==> src/rtl/axis_boxcar_decimator.sv <==
// ---------------------------------------------------------------------------
// axis_boxcar_decimator
//
// Purpose:
//   Boxcar decimator for a valid-only AXI-Stream sample stream. The block
//   sums 2^k consecutive valid signed samples and emits their floor mean as
//   one output beat. This reduces the sample rate by 2^k. There is no tready
//   on either side, so the block never stalls.
//
// Ports:
//   a_clk          sole clock, rising edge
//   a_rst          synchronous active-high reset
//   S_AXIS_tdata   signed input sample (SAXIS_TDATA_WIDTH)
//   S_AXIS_tvalid  input sample qualifier
//   log2_dec       requested exponent k, clamped to LOG2_MAX, latched per block
//   restart        discards the partial block; a same-edge sample starts anew
//   M_AXIS_tdata   mean of the last completed block, sign-extended
//   M_AXIS_tvalid  one-cycle pulse per completed block
//   block_count    completed blocks, wraps modulo 2^32
//   monitor        copy of M_AXIS_tdata
// ---------------------------------------------------------------------------
module axis_boxcar_decimator #(
  parameter int SAXIS_TDATA_WIDTH = 32,
  parameter int MAXIS_TDATA_WIDTH = 32,
  parameter int LOG2_MAX          = 8,
  parameter int ACC_WIDTH         = SAXIS_TDATA_WIDTH + LOG2_MAX
) (
  input  logic                         a_clk,
  input  logic                         a_rst,
  input  logic [SAXIS_TDATA_WIDTH-1:0] S_AXIS_tdata,
  input  logic                         S_AXIS_tvalid,
  input  logic [3:0]                   log2_dec,
  input  logic                         restart,
  output logic [MAXIS_TDATA_WIDTH-1:0] M_AXIS_tdata,
  output logic                         M_AXIS_tvalid,
  output logic [31:0]                  block_count,
  output logic [MAXIS_TDATA_WIDTH-1:0] monitor
);

  // The counter must be able to represent 2^LOG2_MAX for the end-of-block compare.
  localparam int         CW   = LOG2_MAX + 1;
  localparam logic [3:0] KMAX = 4'(LOG2_MAX);

  typedef enum logic {IDLE, ACC} state_t;

  state_t                         r_state;
  logic signed [ACC_WIDTH-1:0]    r_acc;
  logic [CW-1:0]                  r_count;
  logic [3:0]                     r_k_lat;
  logic [MAXIS_TDATA_WIDTH-1:0]   r_tdata;
  logic                           r_tvalid;
  logic [31:0]                    r_block_count;

  logic                           w_start;
  logic [3:0]                     w_k_new;
  logic [3:0]                     w_k_eff;
  logic signed [ACC_WIDTH-1:0]    w_sample_ext;
  logic signed [ACC_WIDTH-1:0]    w_acc_base;
  logic signed [ACC_WIDTH-1:0]    w_sum;
  logic [CW-1:0]                  w_cnt_inc;
  logic                           w_last;
  logic signed [SAXIS_TDATA_WIDTH-1:0] w_mean;

  // A new block begins on restart, or when no partial block is open.
  assign w_start      = restart || (r_count == '0) || (r_state == IDLE);
  assign w_k_new      = (log2_dec > KMAX) ? KMAX : log2_dec;
  // At a block start the fresh exponent applies to this very sample.
  assign w_k_eff      = w_start ? w_k_new : r_k_lat;
  assign w_sample_ext = ACC_WIDTH'($signed(S_AXIS_tdata));
  assign w_acc_base   = w_start ? '0 : r_acc;
  assign w_sum        = w_acc_base + w_sample_ext;
  assign w_cnt_inc    = w_start ? CW'(1) : r_count + CW'(1);
  // Block closes when this sample brings the count to 2^k (k=0: every sample).
  assign w_last       = (w_cnt_inc == (CW'(1) << w_k_eff));
  // Arithmetic shift gives floor division; the mean always fits the input width.
  assign w_mean       = SAXIS_TDATA_WIDTH'(w_sum >>> w_k_eff);

  always_ff @(posedge a_clk) begin
    if (a_rst) begin
      r_state       <= IDLE;
      r_acc         <= '0;
      r_count       <= '0;
      r_k_lat       <= '0;
      r_tdata       <= '0;
      r_tvalid      <= 1'b0;
      r_block_count <= '0;
    end else begin
      r_tvalid <= 1'b0;
      if (S_AXIS_tvalid) begin
        r_state <= ACC;
        if (w_start) begin
          r_k_lat <= w_k_new;
        end
        if (w_last) begin
          r_tdata       <= MAXIS_TDATA_WIDTH'(w_mean);
          r_tvalid      <= 1'b1;
          r_block_count <= r_block_count + 32'd1;
          r_count       <= '0;
          r_acc         <= '0;
        end else begin
          r_acc   <= w_sum;
          r_count <= w_cnt_inc;
        end
      end else if (restart) begin
        r_count <= '0;
        r_acc   <= '0;
      end
    end
  end

  assign M_AXIS_tdata  = r_tdata;
  assign M_AXIS_tvalid = r_tvalid;
  assign block_count   = r_block_count;
  assign monitor       = r_tdata;

endmodule

==> config.mk <==
export PLATFORM = sky130hd
export DESIGN_NAME = axis_boxcar_decimator
export DESIGN_NICKNAME = d
export VERILOG_FILES = /design/src/rtl/axis_boxcar_decimator.sv
export SDC_FILE = /design/constraint.sdc
export NUM_CORES = 1
export LEC_CHECK = 0
export CAP_MARGIN = 20
export CELL_PAD_IN_SITES_DETAIL_PLACEMENT = 0
export CELL_PAD_IN_SITES_GLOBAL_PLACEMENT = 1
export CORE_ASPECT_RATIO = 2
export CORE_UTILIZATION = 44
export CTS_BUF_LIST = sky130_fd_sc_hd__clkbuf_4 sky130_fd_sc_hd__clkbuf_8 sky130_fd_sc_hd__clkbuf_16
export DETAILED_ROUTE_END_ITERATION = 16
export GPL_TIMING_DRIVEN = 0
export PLACE_DENSITY_LB_ADDON = 0.12
export SLEW_MARGIN = 20
export SYNTH_ARGS = -nofsm -noshare
export SYNTH_HDL_FRONTEND = slang
export SYNTH_SLANG_ARGS = --single-unit
==> constraint.sdc <==
create_clock -name a_clk -period 11.9 [get_ports a_clk]
set_input_delay 2.38 -clock a_clk [delete_from_list [all_inputs] [get_ports a_clk]]
set_output_delay 2.38 -clock a_clk [all_outputs]
set_load 0.01 [all_outputs]
## Yosys cells after proc, flatten, opt, wreduce, memory -nomap -nowiden

Cells that the tools add are included.

| storage, ports and cells | value |
|---|---|
| bits in registers | 119 |
| input port bits | 40 |
| word-level logic and storage cells | 33 |

| cells by class | value |
|---|---|
| add/sub/neg operators | 3 |
| order comparisons | 1 |
| eq/ne operators | 1 |
| shift operators | 2 |
| muxes and demuxes | 11 |
| bitwise logic cells | 2 |
| reduce and logical (&&, ||, !) cells | 6 |

Operators with widths:

| kind | number |
|---|---|
| $mux W40 | 4 |
| $add A40 B32 Y40 | 1 |
| $sshr A40 B4 Y32 | 1 |
| $mux W9 | 4 |
| $add A32 B1 Y32 const B | 1 |
| $add A9 B1 Y9 const B | 1 |
| $eq A9 B9 Y1 | 1 |
| $logic_not A9 Y1 | 1 |
| $shl A1 B4 Y9 const A | 1 |
| $mux W4 | 2 |
| $gt A4 B4 Y1 const B | 1 |
| $logic_or A1 B1 Y1 | 2 |
| $not A1 Y1 | 2 |
| $reduce_and A2 Y1 | 1 |
| $reduce_bool A2 Y1 | 1 |
| $reduce_or A2 Y1 | 1 |
| $mux W1 | 1 |

## Depth between registers and ports, before layout

| logic depth | value |
|---|---|
| depth in word-level cells | 8 |
| gate-level depth with buffers | 22 |

## Least setup slack after synthesis

OpenSTA, ideal clock, no wires.

| path | value |
|---|---|
| kind | input-to-reg |
| start | input restart |
| end | register r_tdata[24], in the netlist M_AXIS_tdata[24] |
| library setup time | 122 ps |
| data arrival time | 6431 ps |
| path slack | 5348 ps |
| stages on the path | 20 |
| path through | nor2b_1 -> o21a_1 -> clkbuf_1 -> clkbuf_1 -> and2_1 -> ha_1 -> inv_1 -> fa_1 -> nor2b_1 -> o2111ai_1 -> a211oi_1 -> o21a_1 -> or2_2 -> clkbuf_1 -> a21oi_1 -> xnor2_1 -> mux4_2 -> nand2_1 -> o21ai_0 -> a221o_1 |

| on the way | value |
|---|---|
| cells in the longest elaborated chain, start to end | 6 |
| elaborated cells on any way between the ends | 10 |
| classes of those cells | add/sub (1); eq/ne (1); shift (2); mux (3); reduce/logical (3) |

RTL lines:

| what | line | text |
|---|---|---|
| start, declared | 33 | `input logic restart,` |
| $logic_or A1 B1 Y1 (*) (2 in a row) | 65 | `assign w_start = restart \|\| (r_count == '0) \|\| (r_state == IDLE);` |
| branches (longest 4 deep; another with $add A40 B32 Y40) | -- |  |
| end signal, assigned | 95 | `r_tdata <= MAXIS_TDATA_WIDTH'(w_mean);` |
| end, declared | 50 | `logic [MAXIS_TDATA_WIDTH-1:0] r_tdata;` |

Mark *: on every way between the ends.
A chain may end at the register's enable or synchronous reset.

## Final worst setup path

| path | value |
|---|---|
| start | input restart |
| end | register r_tdata[27], in the netlist M_AXIS_tdata[27] |

Same word-level chain as after synthesis.

==> key figures <==
Synth
  – Synth top area share: about 24%
  – Commonest cells in the synthesized netlist: nor2_1, dfxtp_1, nand2_1
  – Yosys reg bits: 119
  – Largest area contributor in the netlist: dfxtp_1
  – Syn Std Cell Area: about 0.0098 sq mm
  – Synth top area cells: dfxtp_1, nor2_1, ha_1
  – Synth warn: 0
  – Top FF cell, synth: dfxtp_1
  – Most common cell in the netlist: nor2_1
  – Mapped Nets: 1385
  – Post-Synthesis Cells: around 1300
  – Register area share after synthesis: 24.4%
  – Syn_area_per_cell: 7.51 sq um
  – Cell variety after synth: 80
  – Asr flop ratio synth: 0%
  – Number of synthesized flops with an enable pin: 0

Floorplanning
  – Die Area: ~0.023 sq mm
  – FP Rows: 76
  – Die X: 107 um
  – Core Footprint: between 0.02 and 0.025 sq mm
  – Initial Util: 45.1%
  – Top Ports: 137
  – Die H: 213 um

Timing
  – Fin. Hold Viols: 0
  – Fmax: ~120 MHz
  – Slew of the pin with the lowest slew margin: 1.07 ns
  – Final clock skew: 0.0114 ns
  – Final setup vio count: 0
  – Min setup slack post-route: around 3.3 ns
  – Tcrit/Tclk final: 72.5%
  – Hold Slack: 0.461 ns
  – Max-slew violations: 0
  – RSZ-0062 raised after global routing: false
  – Tmin final: 8.62 ns
  – TNS Setup: 0 ns
  – Relative slew slack: 28.0%

Placement
  – DP Worst Slack: 3.00 ns
  – Placer Congestion: 0.972
  – Dpl cell area: 0.0115 sq mm
  – Placed insts: 1711
  – Hpwl dp: 28600 um
  – Buffers on Ports: roughly 140

Hold path
  – Hold Path Class: reg -> reg

Power and ir drop
  – Power, Total: 1.17 mW
  – Static leakage: 4.72 nW
  – Max VDD drop: 0.000112 V
  – PD cells: 96.7 mW/mm^2

Layout
  – Area added between synthesis and finish: 23.6%
  – Finished Core Util: 55.7%
  – Finished Cell Area: roughly 0.012 sq mm
  – Post-Layout Cell Count: 1743
  – Share of layout cells above drive strength 1: 7.82%
  – N_diodes: 0
  – Final #Nets: 1540

Clock tree
  – Hold buffers post-CTS: 0
  – CTS buffer count: 17
  – CTS tree: done
  – Clk pin slew, worst setup/hold paths: about 0.060 ns
  – H-tree levels: 4
  – Worst skew pair latency: 0.45 ns
  – Setup bufs post-CTS: 0
  – Root cell of the clock tree: clkbuf_16
  – Post-cts sizing count: 0
  – Clock tree buffer depth: 2
  – Clock Sinks: 119

GRT
  – Global-route wire length before repair: about 55000 um
  – Vias in the first global route: ~10000
  – Met2 global-route usage: 59.7%
  – Total grt overflow: 0
  – Largest net degree at the start of global routing: 17
  – Initial antenna violation count: 0
  – Met3 usage: under 10%
  – All-layer global routing usage: a little under a third
  – Grt peak-use layer: met2
  – Grt met1 use: 29.1%

Setup path
  – Worst Path Class, Setup: in -> reg
  – Critical Path RT: 12.29 ns
  – WP data arrival: 9.01 ns
  – Worst Setup End Kind: register
  – Peak fanout along the critical path: 10
  – Crit start category: input pin

Route
  – Residual antenna-violating net count after detailed routing: 0
  – Vias after detailed routing: 10418
  – Pre-Repair DR Iteration Count: 9
  – DR WL/cell: 20.3 um
  – Drt initial violations: 567
  – DRC viols: 0
  – Final WL: 35300 um
  – Vias per cell: 5.98

Job
  – Max-Cap Viols: 0

Outcome
  – Status: complete, no violations
flip-flops by register name, indices dropped and copies added, names as in the netlist:
register,flops
M_AXIS_tvalid,1
r_k_lat,4
r_count,9
r_acc,40
M_AXIS_tdata,32
r_state,1
block_count,32
worst max-delay path, stage by stage:
cell and delay [ns]:
clkdlybuf4s50_1 0.43, nor2b_1 0.29, o21a_1 0.30, clkbuf_1 0.54, clkbuf_1 0.53, and2_1 0.21
ha_1 0.28, a21o_1 0.22, a31oi_1 0.25, a21oi_1 0.22, o21ai_0 0.80, nand2_1 0.36
a311oi_1 0.97, nor2_1 0.10, a211oi_1 0.56, mux2i_1 0.28, nand2_1 0.13, a32o_1 0.16
final timing paths:
check | depth (start not counted) | to | slack, ns | start
worst min register to register | 2 | r_acc[39] | 0.46 | r_acc[39]
worst max-delay path | 18 | M_AXIS_tdata[27] | 3.28 | restart
worst max register to register | 19 | M_AXIS_tdata[27] | 4.97 | r_count[0]
worst min-delay path | 2 | r_acc[39] | 0.46 | r_acc[39]
power by group:
group / switching, mW / total [mW] / leakage, nW / internal [mW]
combinational: 0.146 / 0.234 / 3.49 / 0.0877
sequential: 0.00609 / 0.415 / 0.966 / 0.409
clock: 0.201 / 0.520 / 0.268 / 0.319
metal layers:
metal,vias up,routed length (um)
met1,4878,12300
li1,5050,-
met5,-,0
met4,0,2880
met3,146,1320
met2,344,18800
cell type report:
class / count / area, sq um
Buffer: 116 / 569
Inverter: 22 / 82.6
Clock buffer: 21 / 462
Sequential cell: 119 / 2380
Multi-Input combinational cell: 1045 / 6760
Timing Repair Buffer: 136 / 1360
Tap cell: 273 / 342
Fill cell: 2166 / 9600
Clock inverter: 11 / 126
kinds of logic after synthesis:
kind of cell | count (synthesis) | share of synthesized area [%]
AND/OR/NAND/NOR | 507 | 25.2
AO/OA/AOI/OAI | 369 | 25.7
buffers and inverters | 138 | 6.67
flip-flops | 119 | 24.4
XOR/XNOR | 67 | 6.00
multiplexers | 59 | 6.47
adder cells (fa/ha/maj) | 43 | 5.58
cells in the final DEF, fill, tap and decap left out, drive strengths merged, types with 47 or more instances in the layout:
master,netlist,layout
a22oi,49,49
clkdlybuf4s50,0,136
dfxtp,119,119
nand2,108,108
nor2,165,165
clkbuf,74,95
a21oi,70,70
and2,47,47
nand3,52,52
o21ai,80,80
No activity file was read; power rests on OpenSTA's default activity.
